### config.mk
export PLATFORM = sky130hd
export DESIGN_NAME = seq_argmin
export DESIGN_NICKNAME = d
export VERILOG_FILES = /design/src/rtl/seq_argmin.sv
export SDC_FILE = /design/constraint.sdc
export NUM_CORES = 1
export LEC_CHECK = 0
export ABC_AREA = 1
export CAP_MARGIN = 20
export CORE_MARGIN = 2
export CORE_UTILIZATION = 45
export DETAILED_ROUTE_END_ITERATION = 10
export PLACE_DENSITY = 0.7
export SKIP_LAST_GASP = 1
export SLEW_MARGIN = 10
export SYNTH_ARGS = -nofsm -noshare
export SYNTH_HDL_FRONTEND = slang
export SYNTH_SLANG_ARGS = --single-unit
### constraint.sdc
create_clock -name clk -period 2.2 [get_ports clk]
set_clock_uncertainty 0.05 [all_clocks]
set_input_delay 0.22 -clock clk [delete_from_list [all_inputs] [get_ports clk]]
set_output_delay 0.22 -clock clk [all_outputs]
set_load 0.05 [all_outputs]
### src/rtl/seq_argmin.sv
// seq_argmin: sequential argmin/argmax over N unsigned W-bit channels.
// A whole set is captured in one input transfer and then scanned one channel
// per clock. The winning index and value come out on a held output port.
//
// Handshake rules, which apply to both ports:
//   - A transfer happens on a rising edge where valid and ready are both 1.
//   - The producer keeps valid and its payload stable until the transfer.
//   - in_ready depends only on the FSM state and never on in_valid.
//   - out_valid, out_idx and out_val are registered. While out_valid is 1
//     they do not change until out_ready completes the transfer.
//
// dbg_state exposes the FSM state encoding for external checkers.
module seq_argmin #(
  parameter int N    = 4,
  parameter int W    = 3,
  parameter int IDXW = 2
) (
  input  logic              clk,
  input  logic              rstn,
  input  logic              in_valid,
  output logic              in_ready,
  input  logic [N*W-1:0]    in_data,
  input  logic              mode,
  output logic              out_valid,
  input  logic              out_ready,
  output logic [IDXW-1:0]   out_idx,
  output logic [W-1:0]      out_val,
  output logic [1:0]        dbg_state
);

  typedef enum logic [1:0] {
    S_IDLE = 2'd0,
    S_SCAN = 2'd1,
    S_DONE = 2'd2
  } state_t;

  state_t            r_state;
  state_t            w_state_nxt;

  logic [W-1:0]      r_ch [N];
  logic              r_mode;
  logic [W-1:0]      r_best_val;
  logic [IDXW-1:0]   r_best_idx;
  logic [IDXW-1:0]   r_cnt;
  logic [IDXW-1:0]   r_out_idx;
  logic [W-1:0]      r_out_val;

  logic              w_accept;
  logic              w_last;
  logic              w_take;
  logic [W-1:0]      w_cur;
  logic [W-1:0]      w_scan_val;
  logic [IDXW-1:0]   w_scan_idx;

  // Channel under inspection, chosen by the scan counter.
  always_comb begin
    w_cur = '0;
    for (int i = 0; i < N; i++) begin
      if (r_cnt == IDXW'(i)) begin
        w_cur = r_ch[i];
      end
    end
  end

  // Strict compare, so an equal later channel never displaces the earlier one.
  // This gives the lowest index among ties.
  always_comb begin
    w_accept   = (r_state == S_IDLE) && in_valid;
    w_last     = (r_cnt == IDXW'(N - 1));
    w_take     = r_mode ? (w_cur > r_best_val) : (w_cur < r_best_val);
    w_scan_val = w_take ? w_cur : r_best_val;
    w_scan_idx = w_take ? r_cnt : r_best_idx;
  end

  // Next-state logic and state-derived handshake outputs.
  always_comb begin
    w_state_nxt = r_state;
    in_ready    = 1'b0;
    out_valid   = 1'b0;
    case (r_state)
      S_IDLE: begin
        in_ready = 1'b1;
        if (in_valid) begin
          w_state_nxt = (N == 1) ? S_DONE : S_SCAN;
        end
      end
      S_SCAN: begin
        if (w_last) begin
          w_state_nxt = S_DONE;
        end
      end
      S_DONE: begin
        out_valid = 1'b1;
        if (out_ready) begin
          w_state_nxt = S_IDLE;
        end
      end
      default: begin
        w_state_nxt = S_IDLE;
      end
    endcase
  end

  // State register. Reset returns to IDLE, which drops any scan or held result.
  always_ff @(posedge clk or negedge rstn) begin
    if (!rstn) begin
      r_state <= S_IDLE;
    end else begin
      r_state <= w_state_nxt;
    end
  end

  // Capture the channel set and mode on acceptance. Later input changes are ignored.
  always_ff @(posedge clk or negedge rstn) begin
    if (!rstn) begin
      for (int i = 0; i < N; i++) begin
        r_ch[i] <= '0;
      end
      r_mode <= 1'b0;
    end else if (w_accept) begin
      for (int i = 0; i < N; i++) begin
        r_ch[i] <= in_data[i*W +: W];
      end
      r_mode <= mode;
    end
  end

  // Running best and scan counter. Channel 0 seeds the best on acceptance.
  // The counter returns to 0 after the last channel, so it never exceeds N-1.
  always_ff @(posedge clk or negedge rstn) begin
    if (!rstn) begin
      r_best_val <= '0;
      r_best_idx <= '0;
      r_cnt      <= '0;
    end else if (w_accept) begin
      r_best_val <= in_data[0 +: W];
      r_best_idx <= '0;
      r_cnt      <= (N == 1) ? '0 : IDXW'(1);
    end else if (r_state == S_SCAN) begin
      r_best_val <= w_scan_val;
      r_best_idx <= w_scan_idx;
      r_cnt      <= w_last ? '0 : r_cnt + IDXW'(1);
    end
  end

  // Result registers. They load only when a set finishes, so they hold the last
  // result through the next scan instead of showing intermediate bests.
  always_ff @(posedge clk or negedge rstn) begin
    if (!rstn) begin
      r_out_idx <= '0;
      r_out_val <= '0;
    end else if (w_accept && (N == 1)) begin
      r_out_idx <= '0;
      r_out_val <= in_data[0 +: W];
    end else if ((r_state == S_SCAN) && w_last) begin
      r_out_idx <= w_scan_idx;
      r_out_val <= w_scan_val;
    end
  end

  // Output wiring.
  always_comb begin
    out_idx   = r_out_idx;
    out_val   = r_out_val;
    dbg_state = r_state;
  end

endmodule
## Yosys cells after proc, flatten, opt, wreduce, memory -nomap -nowiden

Cells that the tools add are included.

- Bits in registers: 27
- Output and inout bits: 9
- Input port bits: 17
- Word-level logic and storage cells: 48

- Add/subtract/negate cells: 1
- Order comparisons: 2
- Reductions and logical operators: 6
- Mux-type cells: 20
- Equality and inequality tests: 8

Operators with widths:

| operator | count |
|---|---|
| 3-bit two-way mux | 7 |
| 2-bit two-way mux | 9 |
| 2-bit == test (second input constant) | 3 |
| 2-bit != test (second input constant) | 3 |
| 2-bit one-hot mux with 3 select lines | 1 |
| 2-bit by 1-bit == test with 1-bit output (second input constant) | 2 |
| 2-bit logical NOT | 2 |
| 3-bit greater-than comparator | 1 |
| 3-bit < comparator | 1 |
| 1-bit two-way mux | 3 |
| 3-bit AND reduction | 1 |
| 2-bit by 1-bit adder with 2-bit output (second input constant) | 1 |
| 1-bit logical AND | 2 |
| 2-bit nonzero test | 1 |

## Logic depth before layout (Yosys ltp)

Gate-level depths: netlist of the first run.

- Depth in word-level cells: 10
- Gate-level depth with buffers: 18
- Gate-level depth less buffers: 18

## Worst setup path before layout of the first run

Ideal clock, no wire load.

- Path kind: register to register
- From: register r_cnt[0]
- To: register r_best_idx[0]
- Slack: 0.135 ns
- Arrival: 1.892 ns
- Path buffers: 0
- Stages on the path, launching flop included: 14
- Required time: 2.027 ns
- Cells stage by stage: dfrtp_1 > inv_1 > ha_1 > a21oi_1 > nand2_1 > nand2_1 > inv_1 > ha_1 > a21oi_2 > nand2_1 > nand2_2 > nand2_4 > o21ai_1 > o21ai_1

- Cells in the longest elaborated chain, start to end: 10
- Elaborated cells between the ends (all ways): 14
- Those cells by class: order compare (2); eq/ne (3); mux (8); reduce/logical (1)

Ends and longest elaborated chain:

| item | RTL line | source |
|---|---|---|
| start: declaration | 44 | `logic [IDXW-1:0] r_cnt;` |
| start signal: assignment | 138 | `r_cnt <= (N == 1) ? '0 : IDXW'(1);` |
| start signal: assignment | 142 | `r_cnt <= w_last ? '0 : r_cnt + IDXW'(1);` |
| 2-bit logical NOT | 59 | `if (r_cnt == IDXW'(i)) begin` |
| 3-bit two-way mux (4 in series) | 59 |  |
| 3-bit < comparator / 3-bit greater-than comparator (equally long branches) | 70 | `w_take = r_mode ? (w_cur > r_best_val) : (w_cur < r_best_val);` |
| 1-bit two-way mux | 70 |  |
| 2-bit two-way mux * | 72 | `w_scan_idx = w_take ? r_cnt : r_best_idx;` |
| 2-bit two-way mux * | 139 | `end else if (r_state == S_SCAN) begin` |
| 2-bit two-way mux * | 135 | `end else if (w_accept) begin` |
| end signal: assignment | 141 | `r_best_idx <= w_scan_idx;` |
| end: declaration | 43 | `logic [IDXW-1:0] r_best_idx;` |

Mark *: on every way between the ends. The rest lies on a longest branch, timed or not. The select of a mux whose other input is x is not followed.
A chain may end at the register's enable or synchronous reset.

## Final worst setup path of the first run

Same ends and word-level chain as after synthesis.

==> impl_metrics.env, run 1 <==
export IMPL_run_status="finished, violations left"
export IMPL_violations_in_the_final_reports="setup timing"
export IMPL_dieWidth_um=60.77
export IMPL_rsz_0062_raised_after_global_routing="yes"
export IMPL_startpoint_of_the_most_critical_register_to_register_path="r_cnt[0]$_DFFE_PN0P_"
export IMPL_floorplan_rows=20
export IMPL_synthesis_instances=182
export IMPL_grt_util_all_layers=0.1830
export IMPL_route_detailed_vias_per_inst=4.854
export IMPL_final_util=0.6529
export IMPL_number_of_buffers_on_the_longest_clock_path=2
export IMPL_fillCellCount=266
export IMPL_yosys_warnings=0
export IMPL_max_freq_mhz=445.5
export IMPL_critPathMostFrequentCell="nand2_2"
export IMPL_finalCritPeriodShare=1.020
export IMPL_areaGrowthSynthToFinish_pct=37.45
export IMPL_synthDistinctLibCells=23
export IMPL_hold_class="in2async"
export IMPL_finalWeightedCongestion=0.8514
export IMPL_tritoncts="built"
export IMPL_yosysSeqAreaShare=0.4659
export IMPL_worst_slew_margin_rel=0.6650
export IMPL_remaining_antenna_violation_count_after_routing=0
export IMPL_drive_gt1_frac=0.2824
export IMPL_critPathBufInv=2
export IMPL_r2r_cells=15
export IMPL_critical_path_slowest_cell="dfrtp_2"
export IMPL_dieArea_um2=3692
export IMPL_final_common_cell="nand2_1"
export IMPL_route_detailed_drc=0
export IMPL_timing_critical_path_cells="inv_4, ha_4, nand2_1, nand2_2, nand3_2, nand2_2, nand2_2, inv_2, ha_4, a21oi_4, nand2_2, nand2_4, nand2_8, o21ai_1, o21ai_1"
export IMPL_cp_data_required_time_ps=2410
export IMPL_insertedDiodeCount=0
export IMPL_drt_pass1_iterations=4
export IMPL_global_route_wire_length_before_repair_um=5078
export IMPL_htreeDepth=1
export IMPL_postSynthRegisterBits=27
export IMPL_instances_no_fill=260
export IMPL_cp_max_stage_delay_ps=490
export IMPL_initial_core_util=0.4750
export IMPL_post_dp_hpwl_um=2210
export IMPL_clock_transition_at_path_regs_ps=150
export IMPL_worst_skew_pair_late_latency_ps=350
export IMPL_critPathArrivalTime_ps=2450
export IMPL_fin_nets=241
export IMPL_tightestPinTransition_ps=501.0
export IMPL_syn_area_per_cell_um2=7.968
export IMPL_timing_worst_setup_path_type="reg2reg"
export IMPL_initialDrtViolationCount=41
export IMPL_routed_wirelength_um=3273
export IMPL_critical_path_max_fanout=7
export IMPL_endpoint_kind="flop"
export IMPL_most_common_layout_cells="nand2_1 (58), dfrtp_1 (26), clkdlybuf4s50_1 (25)"
export IMPL_timing_final_ws_setup_ps=-44.81
export IMPL_grt_antenna_before_repair=0
export IMPL_core_area_um2=3053
export IMPL_total_placed_cells_including_tap_cells=254
export IMPL_final_hold_vio_count=0
export IMPL_cts_inserted_buffers=3
export IMPL_grt_pass1_vias=1218
export IMPL_timing_critical_path_depth=15
export IMPL_grt_max_degree=28
export IMPL_maxCapViolations=0
export IMPL_kind_of_cell_adding_the_most_delay_to_the_critical_path="simple AND/OR/NAND/NOR gates"
export IMPL_clock_sink_count=27
export IMPL_cts_root_buf="clkbuf_4"
export IMPL_worstSetupStartpoint="r_cnt[0]$_DFFE_PN0P_"
export IMPL_synth_cell_area_um2=1450
export IMPL_slew_viol_final=0
export IMPL_period_minus_slack_ps=2245
export IMPL_placement_io_buffers=25
export IMPL_dieHeight_um=60.77
export IMPL_post_detailed_route_wirelength_per_cell_um=12.59
export IMPL_worstSetupStartpointType="flop"
export IMPL_globalRouteOverflowTotal=0
export IMPL_vias=1262
export IMPL_syn_nets=206
export IMPL_finalSetupViolations=4
export IMPL_io_pins=26
[logic make-up (layout without fill, tap and decap cells)]
| kind of cell | Yosys count | in the layout | share of synthesized area |
|---|---|---|---|
| buffers and inverters | 30 | 64 | 0.08887 |
| adders and majority gates | 7 | 7 | 0.06039 |
| DFF | 27 | 27 | 0.4659 |
| and+or+nand+nor | 95 | 95 | 0.2934 |
| AOI/OAI and AO/OA | 23 | 23 | 0.09146 |
[final timing paths]
kind / to / slack, ps
setup / recovery: r_best_idx[0]$_DFFE_PN0P_ / -40
hold / removal: dbg_state[1]$_DFFE_PN0P_ / 180
setup reg to reg: r_best_idx[0]$_DFFE_PN0P_ / -40
hold reg to reg: r_ch[9]$_DFFE_PN0P_ / 460
max in group asynchronous: r_cnt[0]$_DFFE_PN0P_ / 1660
min in group clk: r_ch[3]$_DFFE_PN0P_ / 330
[registers in the layout, indices dropped and copies added (netlist names)]
signal,flops
dbg_state,2
out_idx,2
out_val,3
r_best_idx,2
r_best_val,3
r_ch,12
r_cnt,2
r_mode,1
[metrics by stage]
stage / hold slack [ps] / setup WS (ps) / setup TNS, ps / area, um^2
floorplan: -125.6 / 134.9 / 0 / 1450
global placement: 412.3 / -70.94 / -403.4 / 1774
detailed placement: 419.8 / -136.6 / -1108 / 1774
CTS: 200.4 / 1.029 / 0 / 1872
global route: 196.6 / -165.8 / -1335 / 1993
finish: 175.4 / -44.81 / -111.1 / 1993
[synth_stat cells]
cell type  count  area [um^2]
a21boi_1       2        15.01
inv_2          3        11.26
ha_1           7        87.58
dfrtp_1       27        675.7
o31ai_1        1        7.510
nand3_1       12        60.06
o21ai_1        6        30.03
o21ai_0        8        40.04
inv_1         24        90.09
buf_4          1        7.510
or2_2          1        6.260
nand2_2        4        25.02
a21oi_2        2        17.52
nand2_1       68        255.2
nor2_1         3        11.26
nand2_4        3        33.78
a21oi_1        3        15.01
nand3_2        1        10.01
nor2_4         1        11.26
clkinv_4       1        8.760
nor2_2         2        12.51
buf_6          1        11.26
o211ai_1       1        7.510
[routing by layer]
layer	GRT usage	vias up	routed length, um
met2	0.3518	36	1608
met1	0.2094	583	1420
met3	0.02772	9	157
li1	-	634	-
met5	0	-	0
met4	0.04658	0	87
[what timing repair did]
action / in CTS / in global routing
buffers inserted: 1 / 1
gates resized for setup: 15 / 30
hold buffers: 0 / 0
endpoints found under the setup margin: 10 / 10
pin swaps: 2 / 12
[final cells by class]
class	instances	area, um^2	area share
multi-input cells	125	809.5	0.4062
flip-flops and latches	27	676.9	0.3396
repair buffers	32	306.5	0.1538
inverters	28	117.6	0.05901
well taps	44	55.05	0.02762
clock buffers	3	22.52	0.01130
clock inverters	1	5.005	0.002511
Power of run 1 is left out: the tool's default activity adds up to more than one toggle a clock period on the data nets, which glitch-free logic cannot reach.
==> run 2, diff against run 1 <==
--- a/config.mk
+++ b/config.mk
@@ -5,7 +5,6 @@
 export SDC_FILE = /design/constraint.sdc
 export NUM_CORES = 1
 export LEC_CHECK = 0
-export ABC_AREA = 1
 export CAP_MARGIN = 20
 export CORE_MARGIN = 2
 export CORE_UTILIZATION = 45
==> run 2 against run 1 <==
Compared with the run above: the run still ends with setup timing left; critical path depth decreased by 1; critical path type unchanged; fmax down 18%; highest routed layer unchanged; synthesized cell count decreased by 13%.
==> impl_metrics.env, run 2 <==
export IMPL_run_status="finished, violations left"
export IMPL_violations_in_the_final_reports="setup timing"
export IMPL_final_hold_vio_count=0
export IMPL_largest_register="r_ch"
export IMPL_clock_sink_count=27
export IMPL_core_area_um2=3078
export IMPL_finalHoldWorstSlack_ps=194.6
export IMPL_cts_inserted_buffers=3
export IMPL_finalSetupViolations=10
export IMPL_rsz_0062_raised_after_global_routing="yes"
export IMPL_yosys_warnings=0
export IMPL_remaining_antenna_violation_count_after_routing=0
export IMPL_floorplan_rows=20
export IMPL_dieHeight_um=60.92
export IMPL_netlist_top_cells_count="nand2_1 (51), dfrtp_1 (27), inv_1 (9)"
export IMPL_dieWidth_um=60.92
export IMPL_largest_register_ffs=12
export IMPL_globalRouteOverflowTotal=0
export IMPL_post_synth_top_count_cell="nand2_1"
export IMPL_timing_final_ws_setup_ps=-522.8
export IMPL_worstSetupStartpointType="flop"
export IMPL_route_detailed_drc=0
export IMPL_number_of_buffers_on_the_longest_clock_path=2
export IMPL_synthDominantCellAreaShare=0.4635
export IMPL_tightestPinTransition_ps=512.7
export IMPL_total_placed_cells_including_tap_cells=235
export IMPL_placement_io_buffers=25
export IMPL_grt_pass1_vias=1238
export IMPL_synthDistinctLibCells=30
export IMPL_yosysSeqAreaShare=0.4635
export IMPL_startpoint_of_the_most_critical_register_to_register_path="r_cnt[0]$_DFFE_PN0P_"
export IMPL_synthArstFlopShare=1.000
export IMPL_drt_pass1_iterations=5
export IMPL_hold_class="in2async"
export IMPL_fillCellCount=247
export IMPL_routed_wirelength_um=3664
export IMPL_place_worst_setup_slack_ps=-470.2
export IMPL_drive_gt1_frac=0.2574
export IMPL_synthesis_instances=158
export IMPL_grt_use_met1=0.2650
export IMPL_dieArea_um2=3711
export IMPL_post_dp_hpwl_um=2580
export IMPL_vias=1274
export IMPL_worst_slew_margin_rel=0.6574
export IMPL_areaGrowthSynthToFinish_pct=41.03
export IMPL_grt_util_all_layers=0.2046
export IMPL_final_util=0.6679
export IMPL_cts_root_buf="clkbuf_4"
export IMPL_postSynthRegisterBits=27
export IMPL_maxCapViolations=0
export IMPL_initial_core_util=0.4736
export IMPL_insertedDiodeCount=0
export IMPL_max_freq_mhz=367.3
export IMPL_synthDominantAreaCellType="dfrtp_1"
export IMPL_syn_area_per_cell_um2=9.226
export IMPL_routing_usage_on_met3=0.03625
export IMPL_synth_flop_cell="dfrtp_1"
export IMPL_critPathArrivalTime_ps=2890
export IMPL_worst_skew_pair_late_latency_ps=330
export IMPL_critical_path_slowest_cell="dfrtp_2"
export IMPL_instances_no_fill=246
export IMPL_r2r_cells=14
export IMPL_syn_nets=182
export IMPL_timing_worst_setup_path_type="reg2reg"
export IMPL_synth_cell_area_um2=1458
export IMPL_slew_viol_final=0
export IMPL_tritoncts="built"
export IMPL_synth_xor_area_frac=0
export IMPL_cp_max_stage_delay_ps=460
export IMPL_netlist_top_cells_area="dfrtp_1 (46%), nand2_1 (13%), ha_1 (6.0%)"
export IMPL_post_detailed_route_wirelength_per_cell_um=14.89
export IMPL_post_synth_fa_ha_maj_area_fraction=0.06009
export IMPL_global_route_wire_length_before_repair_um=5561
export IMPL_period_minus_slack_ps=2723
export IMPL_cp_data_required_time_ps=2370
export IMPL_fin_nets=227
export IMPL_global_route_usage_met2=0.3303
export IMPL_worstSetupStartpoint="r_cnt[0]$_DFFE_PN0P_"
export IMPL_final_common_cell="nand2_1"
export IMPL_busiest_layer="met2"
export IMPL_route_detailed_vias_per_inst=5.179
export IMPL_io_pins=26
export IMPL_synth_top_family_by_area="simple AND/OR/NAND/NOR gates"
export IMPL_finalCritPeriodShare=1.238
export IMPL_htreeDepth=1
export IMPL_critical_path_max_fanout=8
export IMPL_finalWeightedCongestion=0.8765
export IMPL_endpoint_kind="flop"
export IMPL_grt_max_degree=28
export IMPL_simple_gate_share_of_the_synthesized_area=0.2266
export IMPL_grt_antenna_before_repair=0
export IMPL_synth_area_mux_share=0.04120
export IMPL_timing_critical_path_cells="inv_2, ha_2, nand2b_1, buf_4, o22ai_1, a31oi_1, inv_1, ha_1, nand3_2, o31ai_4, a2bb2oi_4, buf_12, mux2i_1, o21ai_1"
export IMPL_compound_cell_area_share_of_the_yosys_netlist=0.1622
export IMPL_initialDrtViolationCount=40
export IMPL_most_common_layout_cells="nand2_1 (51), dfrtp_1 (25), clkdlybuf4s50_1 (23)"
export IMPL_edff_count_synth=0
export IMPL_clock_transition_at_path_regs_ps=140
-- run 2: cell count changes after synthesis, sizes merged, moves of 3 or more --
cell    previous run  this run
nor3               0         3
nand2             75        51
o21ai             14        10
a21oi              5         2
o22ai              0         5
a311oi             0         3
nand3             13         3
clkbuf             0         4
nand2b             0         3
mux2i              0         6
inv               27         9
-- run 2: logic make-up after synthesis --
logic type / Yosys count
AND/OR/NAND/NOR: 75
AO/OA/AOI/OAI: 28
flip-flops: 27
buffers and inverters: 15
adder cells (fa/ha/maj): 7
multiplexers: 6
-- run 2: routing by layer --
layer	part of all wire	vias to the layer above
met5	0	-
li1	-	621
met4	0.035	0
met1	0.44	609
met2	0.50	30
met3	0.030	14
-- run 2: layout make-up --
type                    instances  area, um^2  area share
clock buffers                   4       26.28     0.01278
repair buffers                 46       436.7      0.2124
inverters                       9       33.78     0.01643
well taps                      44       55.05     0.02678
flip-flops and latches         27       678.2      0.3299
multi-input cells             116       825.8      0.4017
-- run 2: path summary, 6_finish.rpt --
| check | to | slack (ps) |
|---|---|---|
| setup / recovery | out_val[2]$_DFFE_PN0P_ | -520 |
| hold / removal | dbg_state[0]$_DFFE_PN0P_ | 190 |
| min in group clk | r_ch[4]$_DFFE_PN0P_ | 340 |
| setup reg to reg | out_val[2]$_DFFE_PN0P_ | -520 |
| hold reg to reg | r_ch[8]$_DFFE_PN0P_ | 450 |
| max in group asynchronous | r_cnt[1]$_DFFE_PN0P_ | 1630 |
-- run 2: worst max-delay path, delay by kind of cell (launching register included) --
kind                     cells  cell delay [ps]
multiplexers                 1              200
buffers and inverters        4              450
adder cells (fa/ha/maj)      2              530
flip-flops                   1              460
AND/OR/NAND/NOR              2              230
AO/OA/AOI/OAI                5              700
-- run 2: repair_timing --
item,CTS,global route
buffers inserted,2,4
resized for setup,5,6
hold buffers,0,0
pin swaps,3,4
endpoints found under the setup margin,10,10
gates cloned,0,1
endpoints found under the hold margin,0,0
-- run 2: metrics by stage --
| step | cell area, um^2 | setup TNS, ps |
|---|---|---|
| finish | 2056 | -4886 |
| global route | 2056 | -5996 |
| CTS | 1963 | -4106 |
| detailed placement | 1896 | -4499 |
| global placement | 1896 | -3333 |
| floorplan | 1511 | -3521 |
Power of run 2 is left out for the same reason.
==> run 3, diff against run 2 <==
--- a/config.mk
+++ b/config.mk
@@ -7,9 +7,9 @@
 export LEC_CHECK = 0
 export CAP_MARGIN = 20
 export CORE_MARGIN = 2
-export CORE_UTILIZATION = 45
+export CORE_UTILIZATION = 46
 export DETAILED_ROUTE_END_ITERATION = 10
-export PLACE_DENSITY = 0.7
+export PLACE_DENSITY = 0.71
 export SKIP_LAST_GASP = 1
 export SLEW_MARGIN = 10
 export SYNTH_ARGS = -nofsm -noshare
==> run 3 against run 2 <==
Compared with the run above: worst setup slack gained 120 ps; sequential share of layout area grew 1.2 points; clock-buffer cell count is the same; first-iteration DRC count grew 2.5%; via count shrank 5.8%; wire length shrank 13%; the run still ends with setup timing left; final area shrank 3.6%; critical path depth shrank 2; die area shrank 2.0%; final cell count shrank 2.0%; non-clock buffer count shrank 5; utilization shrank 1.3 points.
==> impl_metrics.env, run 3 (same netlist as run 2, synthesis figures left out) <==
export IMPL_worst_r2r_endpoint="out_idx[0]$_DFFE_PN0P_"
export IMPL_grt_util_all_layers=0.2099
export IMPL_dieArea_um2=3635
export IMPL_r2r_cells=12
export IMPL_cts_root_buf="clkbuf_4"
export IMPL_r2r_setup_slack_ps=-400
export IMPL_post_cts_hold_buffers=0
export IMPL_clock_transition_at_path_regs_ps=150
export IMPL_grt_max_degree=28
export IMPL_areaGrowthSynthToFinish_pct=35.97
export IMPL_remaining_antenna_violation_count_after_routing=0
export IMPL_timing_worst_setup_path_type="reg2reg"
export IMPL_violations_in_the_final_reports="setup timing"
export IMPL_routed_wirelength_um=3198
export IMPL_most_common_layout_cells="nand2_1 (51), dfrtp_1 (25), clkdlybuf4s50_1 (23)"
export IMPL_floorplan_rows=20
export IMPL_max_freq_mhz=384.2
export IMPL_tritoncts="built"
export IMPL_io_pins=26
export IMPL_tightestPinTransition_ps=493.4
export IMPL_maxCapViolations=0
export IMPL_finalHoldWorstSlack_ps=184.9
export IMPL_cts_inserted_buffers=3
export IMPL_htreeDepth=1
export IMPL_finalSetupViolations=10
export IMPL_drive_gt1_frac=0.2284
export IMPL_number_of_buffers_on_the_longest_clock_path=2
export IMPL_critPathArrivalTime_ps=2770
export IMPL_dieHeight_um=60.29
export IMPL_finalWeightedCongestion=0.8262
export IMPL_hold_class="in2async"
export IMPL_dieWidth_um=60.29
export IMPL_drt_pass1_iterations=4
export IMPL_global_route_wire_length_before_repair_um=5616
export IMPL_largest_register_ffs=12
export IMPL_fillCellCount=242
export IMPL_worstSetupStartpointType="flop"
export IMPL_fin_nets=222
export IMPL_endpoint_kind="flop"
export IMPL_core_area_um2=3028
export IMPL_post_dp_hpwl_um=2431
export IMPL_critical_path_max_fanout=11
export IMPL_post_detailed_route_wirelength_per_cell_um=13.27
export IMPL_clock_sink_count=27
export IMPL_run_status="finished, violations left"
export IMPL_slew_viol_final=0
export IMPL_globalRouteOverflowTotal=0
export IMPL_period_minus_slack_ps=2603
export IMPL_final_hold_vio_count=0
export IMPL_timing_final_ws_setup_ps=-403.0
export IMPL_worst_skew_pair_late_latency_ps=330
export IMPL_grt_antenna_before_repair=0
export IMPL_grt_pass1_vias=1171
export IMPL_worst_slew_margin_rel=0.6700
export IMPL_initial_core_util=0.4814
export IMPL_largest_register="r_ch"
export IMPL_placement_io_buffers=25
export IMPL_vias=1200
export IMPL_rsz_0062_raised_after_global_routing="yes"
export IMPL_finalCritPeriodShare=1.183
export IMPL_route_detailed_vias_per_inst=4.979
export IMPL_initialDrtViolationCount=41
export IMPL_route_detailed_drc=0
export IMPL_startpoint_of_the_most_critical_register_to_register_path="r_cnt[0]$_DFFE_PN0P_"
export IMPL_insertedDiodeCount=0
export IMPL_final_common_cell="nand2_1"
export IMPL_cp_data_required_time_ps=2370
-- run 3: how the worst max path moves through the flow --
stage	endpoint	slack, ps	cells past startpoint	startpoint
3_3_place_gp	out_idx[0]$_DFFE_PN0P_	-310	11	r_cnt[1]$_DFFE_PN0P_
4_1_cts	out_idx[0]$_DFFE_PN0P_	-400	12	r_cnt[0]$_DFFE_PN0P_
3_5_place_dp	r_best_val[2]$_DFFE_PN0P_	-400	13	r_cnt[0]$_DFFE_PN0P_
2_1_floorplan	r_best_val[2]$_DFFE_PN0P_	-270	11	r_cnt[1]$_DFFE_PN0P_
6_report	out_idx[0]$_DFFE_PN0P_	-400	12	r_cnt[0]$_DFFE_PN0P_
5_1_grt	out_idx[0]$_DFFE_PN0P_	-580	12	r_cnt[0]$_DFFE_PN0P_
-- run 3: metal layers --
| metal | track usage | wire length (um) | vias to the layer above | share of wire |
|---|---|---|---|---|
| met5 | 0 | 0 | - | 0 |
| met3 | 0.02597 | 90 | 6 | 0.028 |
| li1 | - | - | 611 | - |
| met2 | 0.3509 | 1597 | 25 | 0.50 |
| met1 | 0.2772 | 1453 | 558 | 0.45 |
| met4 | 0.07619 | 56 | 0 | 0.018 |
-- run 3: metrics by stage --
| stage | util | TNS (ps) | instance area, um^2 | worst slack, ps | instances |
|---|---|---|---|---|---|
| 5_1_grt | 0.6545 | -5374 | 1982 | -581.5 | 241 |
| 3_5_place_dp | 0.6302 | -3722 | 1908 | -395.5 | 235 |
| 6_report | 0.6545 | -3667 | 1982 | -403.0 | 241 |
| 2_1_floorplan | - | -3521 | 1511 | -269.5 | 158 |
| 4_1_cts | 0.6488 | -3723 | 1964 | -399.6 | 240 |
| 3_3_place_gp | 0.6302 | -2912 | 1908 | -307.3 | 235 |
-- run 3: final cells by class --
cell class                 instances  area (um^2)  area share
multi-input combinational        116        792.0      0.3996
timing repair buffer              41        394.1      0.1989
sequential                        27        678.2      0.3422
tap                               44        55.05     0.02778
clock buffer                       4        26.28     0.01326
inverter                           9        36.28     0.01831
-- run 3: worst max-delay path, cell delays in order, from the launching register on --
cell	delay [ps]
dfrtp_2	500
inv_4	90
ha_2	200
nand2b_1	100
o22ai_2	140
a31oi_2	70
ha_1	340
nor2b_4	150
o31ai_4	210
a2bb2oi_4	210
buf_12	150
mux2i_1	190
o21ai_1	80
-- run 3: repair_timing --
item,4_1_cts,5_1_grt
pin swaps,4,3
endpoints found under the setup margin,10,10
buffers inserted,1,1
cloned,0,0
gates resized for setup,5,3
Power of run 3 is left out for the same reason.
